File: src/rtl/dbus_pkg.sv
// rtl/dbus_pkg.sv - shared types and defaults for the data-bus arbiter
package dbus_pkg;

  typedef enum logic [1:0] {
    IDLE  = 2'd0,
    ISSUE = 2'd1,
    RESP  = 2'd2
  } dbus_state_t;

  typedef logic dbus_owner_t;

  localparam int DBUS_IO_SEL_BIT = 28;
  localparam int DBUS_RAM_ADDR_W = 10;

endpackage

File: src/rtl/dbus_lane_mask.sv
// rtl/dbus_lane_mask.sv - zeroes byte lanes of a data word whose enable is low
module dbus_lane_mask #(
  parameter int DATA_WIDTH = 32
) (
  input  logic [DATA_WIDTH-1:0]   data,
  input  logic [DATA_WIDTH/8-1:0] be,
  output logic [DATA_WIDTH-1:0]   masked
);

  for (genvar i = 0; i < DATA_WIDTH / 8; i++) begin : g_lane
    assign masked[8*i +: 8] = be[i] ? data[8*i +: 8] : 8'h00;
  end

endmodule

File: src/rtl/dbus_arbiter.sv
// rtl/dbus_arbiter.sv - two-master arbiter/sequencer for RAM and IO; DBUS_RR_EN selects round-robin
module dbus_arbiter
  import dbus_pkg::*;
#(
  parameter int DATA_WIDTH = 32,
  parameter int RAM_ADDR_W = DBUS_RAM_ADDR_W,
  parameter int IO_SEL_BIT = DBUS_IO_SEL_BIT
) (
  input  logic                    clk_in,
  input  logic                    reset_n_in,
  input  logic                    m0_valid,
  output logic                    m0_ready,
  input  logic [31:0]             m0_addr,
  input  logic [DATA_WIDTH-1:0]   m0_wdata,
  input  logic [DATA_WIDTH/8-1:0] m0_be,
  input  logic                    m0_we,
  output logic [DATA_WIDTH-1:0]   m0_rdata,
  output logic                    m0_rvalid,
  input  logic                    m1_valid,
  output logic                    m1_ready,
  input  logic [31:0]             m1_addr,
  input  logic [DATA_WIDTH-1:0]   m1_wdata,
  input  logic [DATA_WIDTH/8-1:0] m1_be,
  input  logic                    m1_we,
  output logic [DATA_WIDTH-1:0]   m1_rdata,
  output logic                    m1_rvalid,
  output logic                    ram_en,
  output logic                    io_en,
  output logic                    mem_we,
  output logic [RAM_ADDR_W-1:0]   mem_addr,
  output logic [DATA_WIDTH-1:0]   mem_wdata,
  output logic [DATA_WIDTH/8-1:0] mem_be,
  input  logic [DATA_WIDTH-1:0]   ram_rdata,
  input  logic [DATA_WIDTH-1:0]   io_rdata
);

  localparam int BE_W = DATA_WIDTH / 8;

  dbus_state_t            state, next_state;
  dbus_owner_t            grant, owner;
  logic                   accept;
  logic                   target, we_q;
  logic [RAM_ADDR_W-1:0]  addr_q;
  logic [DATA_WIDTH-1:0]  wdata_q;
  logic [BE_W-1:0]        be_q;
  logic [31:0]            sel_addr;
  logic                   unused_addr_bits;
  logic [DATA_WIDTH-1:0]  rd_src, rd_masked, resp_data;

  assign accept = (state == IDLE) && (m0_valid || m1_valid);

`ifdef DBUS_RR_EN
  dbus_owner_t last_grant;

  // On a conflict, the master that did not win last time takes the bus.
  always_comb begin
    if (m0_valid && m1_valid) grant = ~last_grant;
    else                      grant = !m0_valid;
  end

  always_ff @(posedge clk_in or negedge reset_n_in) begin
    if (!reset_n_in)  last_grant <= 1'b1;
    else if (accept)  last_grant <= grant;
  end
`else
  assign grant = !m0_valid;
`endif

  assign m0_ready = accept && (grant == 1'b0);
  assign m1_ready = accept && (grant == 1'b1);

  assign sel_addr         = grant ? m1_addr : m0_addr;
  assign unused_addr_bits = ^sel_addr;

  always_comb begin
    next_state = state;
    case (state)
      IDLE:    if (accept) next_state = ISSUE;
      ISSUE:   next_state = RESP;
      RESP:    next_state = IDLE;
      default: next_state = IDLE;
    endcase
  end

  always_ff @(posedge clk_in or negedge reset_n_in) begin
    if (!reset_n_in) begin
      state   <= IDLE;
      owner   <= 1'b0;
      target  <= 1'b0;
      we_q    <= 1'b0;
      addr_q  <= '0;
      wdata_q <= '0;
      be_q    <= '0;
    end else begin
      state <= next_state;
      if (accept) begin
        owner   <= grant;
        target  <= sel_addr[IO_SEL_BIT];
        we_q    <= grant ? m1_we : m0_we;
        addr_q  <= sel_addr[RAM_ADDR_W-1:0];
        wdata_q <= grant ? m1_wdata : m0_wdata;
        be_q    <= grant ? m1_be : m0_be;
      end
    end
  end

  assign ram_en    = (state == ISSUE) && !target;
  assign io_en     = (state == ISSUE) && target;
  assign mem_we    = (state == ISSUE) && we_q;
  assign mem_addr  = addr_q;
  assign mem_wdata = wdata_q;
  assign mem_be    = be_q;

  // The read source is picked by the registered target, so only one path reaches rdata.
  assign rd_src = target ? io_rdata : ram_rdata;

  dbus_lane_mask #(.DATA_WIDTH(DATA_WIDTH)) u_rd_mask (
    .data   (rd_src),
    .be     (be_q),
    .masked (rd_masked)
  );

  assign resp_data = we_q ? '0 : rd_masked;

  assign m0_rvalid = (state == RESP) && (owner == 1'b0);
  assign m1_rvalid = (state == RESP) && (owner == 1'b1);
  assign m0_rdata  = m0_rvalid ? resp_data : '0;
  assign m1_rdata  = m1_rvalid ? resp_data : '0;

endmodule

File: config.mk
export PLATFORM = sky130hd
export DESIGN_NAME = dbus_arbiter
export DESIGN_NICKNAME = d
export VERILOG_FILES = /design/src/rtl/dbus_pkg.sv /design/src/rtl/dbus_lane_mask.sv /design/src/rtl/dbus_arbiter.sv
export SDC_FILE = /design/constraint.sdc
export NUM_CORES = 1
export LEC_CHECK = 0
export ABC_CLOCK_PERIOD_IN_PS = 1900
export BUFFER_PORTS_ARGS = -buffer_cell sky130_fd_sc_hd__buf_2
export CAP_MARGIN = 10
export CELL_PAD_IN_SITES_DETAIL_PLACEMENT = 0
export CELL_PAD_IN_SITES_GLOBAL_PLACEMENT = 1
export CORE_AREA = 2 2 126 128
export CTS_BUF_LIST = sky130_fd_sc_hd__clkbuf_4
export CTS_CLUSTER_SIZE = 40
export DETAILED_ROUTE_END_ITERATION = 7
export DIE_AREA = 0 0 128 130
export GPL_TIMING_DRIVEN = 1
export PLACE_DENSITY = 0.71
export SETUP_SLACK_MARGIN = 0.1
export SLEW_MARGIN = 20
export SYNTH_ARGS = -nofsm -noshare
export SYNTH_HDL_FRONTEND = slang
export SYNTH_SLANG_ARGS = --single-unit
File: constraint.sdc
create_clock -name clk_in -period 1.9 [get_ports clk_in]
set_input_delay 0.38 -clock clk_in [delete_from_list [all_inputs] [get_ports clk_in]]
set_output_delay 0.38 -clock clk_in [all_outputs]
set_load 0.1 [all_outputs]
==> impl_metrics.toml <==
[outcome]
outcome = "finished with violations"
violations = "negative setup slack"

[setup_path]
cp_max_fo = 6
crit_required_ps = 1520
start_kind = "flop"
arrival_ps = 1740
critical_path_class = "flop to primary output"
end_kind = "primary output"

[synth]
async_reset_ff_share_pct = 100
yosys-mux-area-fraction_pct = 43.2
yosysTopAreaCell = "mux2_2"
synth_top_area_share_pct = 43.2
synth.most_common_cell = "mux2_2"
synth_xor_xnor_area_share_pct = 0
synth_adder_area_share_pct = 0
postSynthAreaPerCell_um2 = 10.5
ys_ff_latch = 51
synth-edff-count = 0
synthesis.area_um2 = 3340
seq_area_frac_synth_pct = 38.2
synthTopCellsByCount = "mux2_2 (128), nor2_1 (65), dfrtp_1 (51)"
synth_flop_cell = "dfrtp_1"
synth_top_family_by_area = "multiplexers"
synth_nets = 525
yosysWarnings = 0
yosysUniqueCellTypes = 16
synth_area_leaders = "mux2_2 (43%), dfrtp_1 (38%), nor2_1 (7.3%), nand2_1 (3.6%), buf_6 (1.7%)"
syn_inst = 319
synth_compound_area_share_pct = 0.225
synthSimpleGateAreaFrac_pct = 13.5

[sta]
hold_viol = 0
drv_slew = 0
max_slew.worst_pin.slew_ps = 511
setup_viol = 69
fmax_mhz = 471
layout_setup_ws_ps = -223
rsz0062_at_grt = "true"
fin_worst_skew_ps = 15.1
period_minus_slack_ps = 2120
fin_crit_sh_pct = 112
max-slew-margin-rel_pct = 66.1

[global_route]
grtUsageTotal_pct = 15.1
grt_pass1_wl_mm = 19.6
antenna_found_initial = 2
use_met3_pct = 3.98
grt_max_degree = 52
grt_pass1_vias = 3803
grtUsageMet1_pct = 15.4
overflow = 0
grtUsageMet2_pct = 30.3
top_usage_layer = "met2"

[pwr]
p_total_mw = 13.2
clkPwrFrac_pct = 5.0
power_frac_seq_pct = 15.1
power_frac_comb_pct = 79.9
switching_share_pct = 60.7
p_int_mw = 5.19
powerDensity_nw_per_um2 = 1760
p_sw_mw = 8.02
p_leak_nw = 3.28
peakVddDrop_mv = 1.12

[floorplan]
io_pins = 323
die_h_um = 130
start_util_pct = 21.6
die_w_um = 128
die-area_um2 = 16600
core_area_um2 = 15400
rows = 46

[clock_network]
cts_max_path_buffers = 2
path_clk_slew_ps = 160
clock_sinks = 51
tritoncts = "yes"
cts_max_level = 2
ctsRootBufferMaster = "clkbuf_4"
cts-buffers-inserted = 5
clkLatencyLatePin_ps = 380

[min_path]
hp-class = "primary input to flop"

[cells_and_area]
syn_to_final_growth_pct = 125
final_area_um2 = 7510
diodes = 0
final_net_count = 832
stdcell_count = 819
layout-drive-gt1-share_pct = 92.5

[place]
place_congestion = 0.801
place_inst = 787
placed_area_um2 = 6850
port_buffers = 280
hpwl_mm = 10.5

[route]
vias = 3571
drt_iter0_markers = 30
wirelength_mm = 13.0
drt-vias-per-instance = 4.36
firstDrtPassIters = 2
drc = 0
avgRoutedWirePerCell_um = 15.8
ant_nets = 0

[job]
drv_cap = 0
==> layer usage <==
metal,part of all wire [%],up-vias
li1,-,1700
met5,0.21,-
met1,35,1687
met3,7.4,16
met2,56,164
met4,1.6,4
==> final timing paths <==
| path | startpoint | to | slack (ps) | cells past startpoint |
|---|---|---|---|---|
| setup / recovery | we_q$_DFFE_PN0N_ | m0_rdata[15] | -220 | 6 |
| hold / removal | m0_addr[2] | mem_addr[2]$_DFFE_PN0N_ | 340 | 3 |
| setup reg to reg | state[1]$_DFFE_PN0P_ | mem_wdata[2]$_DFFE_PN0N_ | 190 | 5 |
| hold reg to reg | mem_addr[2]$_DFFE_PN0N_ | mem_addr[2]$_DFFE_PN0N_ | 520 | 1 |
| max in group asynchronous | reset_n_in | state[1]$_DFFE_PN0P_ | 1130 | 3 |
| min in group asynchronous | reset_n_in | mem_addr[3]$_DFFE_PN0N_ | 500 | 3 |
==> logic make-up after synthesis <==
logic type | after synthesis
mux | 128
simple gates | 110
flops | 51
buf+inv | 29
compound gates | 1
==> layout by cell type, fill, tap and decap left out, drive strengths merged <==
cell type | synthesis | routed
mux2 | 128 | 128
inv | 4 | 3
dfrtp | 51 | 51
bufinv | 0 | 1
nand3 | 2 | 2
nor2b | 4 | 4
nor2 | 66 | 66
nor3 | 2 | 2
clkinvlp | 0 | 2
nand2 | 32 | 32
clkbuf | 9 | 6
and2 | 3 | 3
nor4 | 1 | 1
dlygate4sd3 | 0 | 1
buf | 16 | 324
o21bai | 1 | 1
==> power groups by stage <==
stage / Combinational [mW] / Clock, mW / Sequential [mW]
2_1_floorplan: 3.89 / 0 / 5.72
3_3_place_gp: 9.44 / 0 / 2.02
3_5_place_dp: 9.51 / 0 / 2.04
4_1_cts: 10.3 / 0.711 / 2.01
5_1_grt: 10.9 / 0.750 / 2.09
6_report: 10.6 / 0.658 / 2.00
==> flip-flops by register name, indices dropped and copies added, names as in the netlist <==
register and flops:
mem_wdata 32, mem_addr 10, mem_be 4, state 2, owner 1, target 1, we_q 1
==> through the flow <==
stage               utilization, %  setup WS (ps)  TNS [ps]  hold WS (ps)
global route                  48.7           -336    -19190           312
finish                        48.7           -223    -11570           345
detailed placement            44.4           94.7         0           398
CTS                           47.7           -258    -14000           311
floorplan                        -          -96.8     -3500          84.4
global placement              44.4            131         0           392
==> critical path, cell delays in order (launching register included) <==
cell     delay (ps)
dfrtp_1         440
buf_12          150
nor2b_4         250
buf_6           150
nand2_4          60
nor2_4          130
buf_12          180
==> timing repair <==
item,in CTS,in global routing
hold buffers,1,0
endpoints found under the hold margin,51,0
pin swaps,20,14
resized for setup,62,26
cloned,1,0
setup endpoints to repair,71,109
setup buffers,20,4
==> final cells by class <==
| type | instances | area [um^2] |
|---|---|---|
| Clock buffer | 6 | 45.0 |
| Tap cell | 192 | 240 |
| Clock inverter | 2 | 38.8 |
| Timing Repair Buffer | 325 | 3060 |
| Multi-Input combinational cell | 239 | 2810 |
| Inverter | 4 | 22.5 |
| Sequential cell | 51 | 1290 |
| Fill cell | 1373 | 7920 |
No activity file was read; power rests on OpenSTA's default activity.
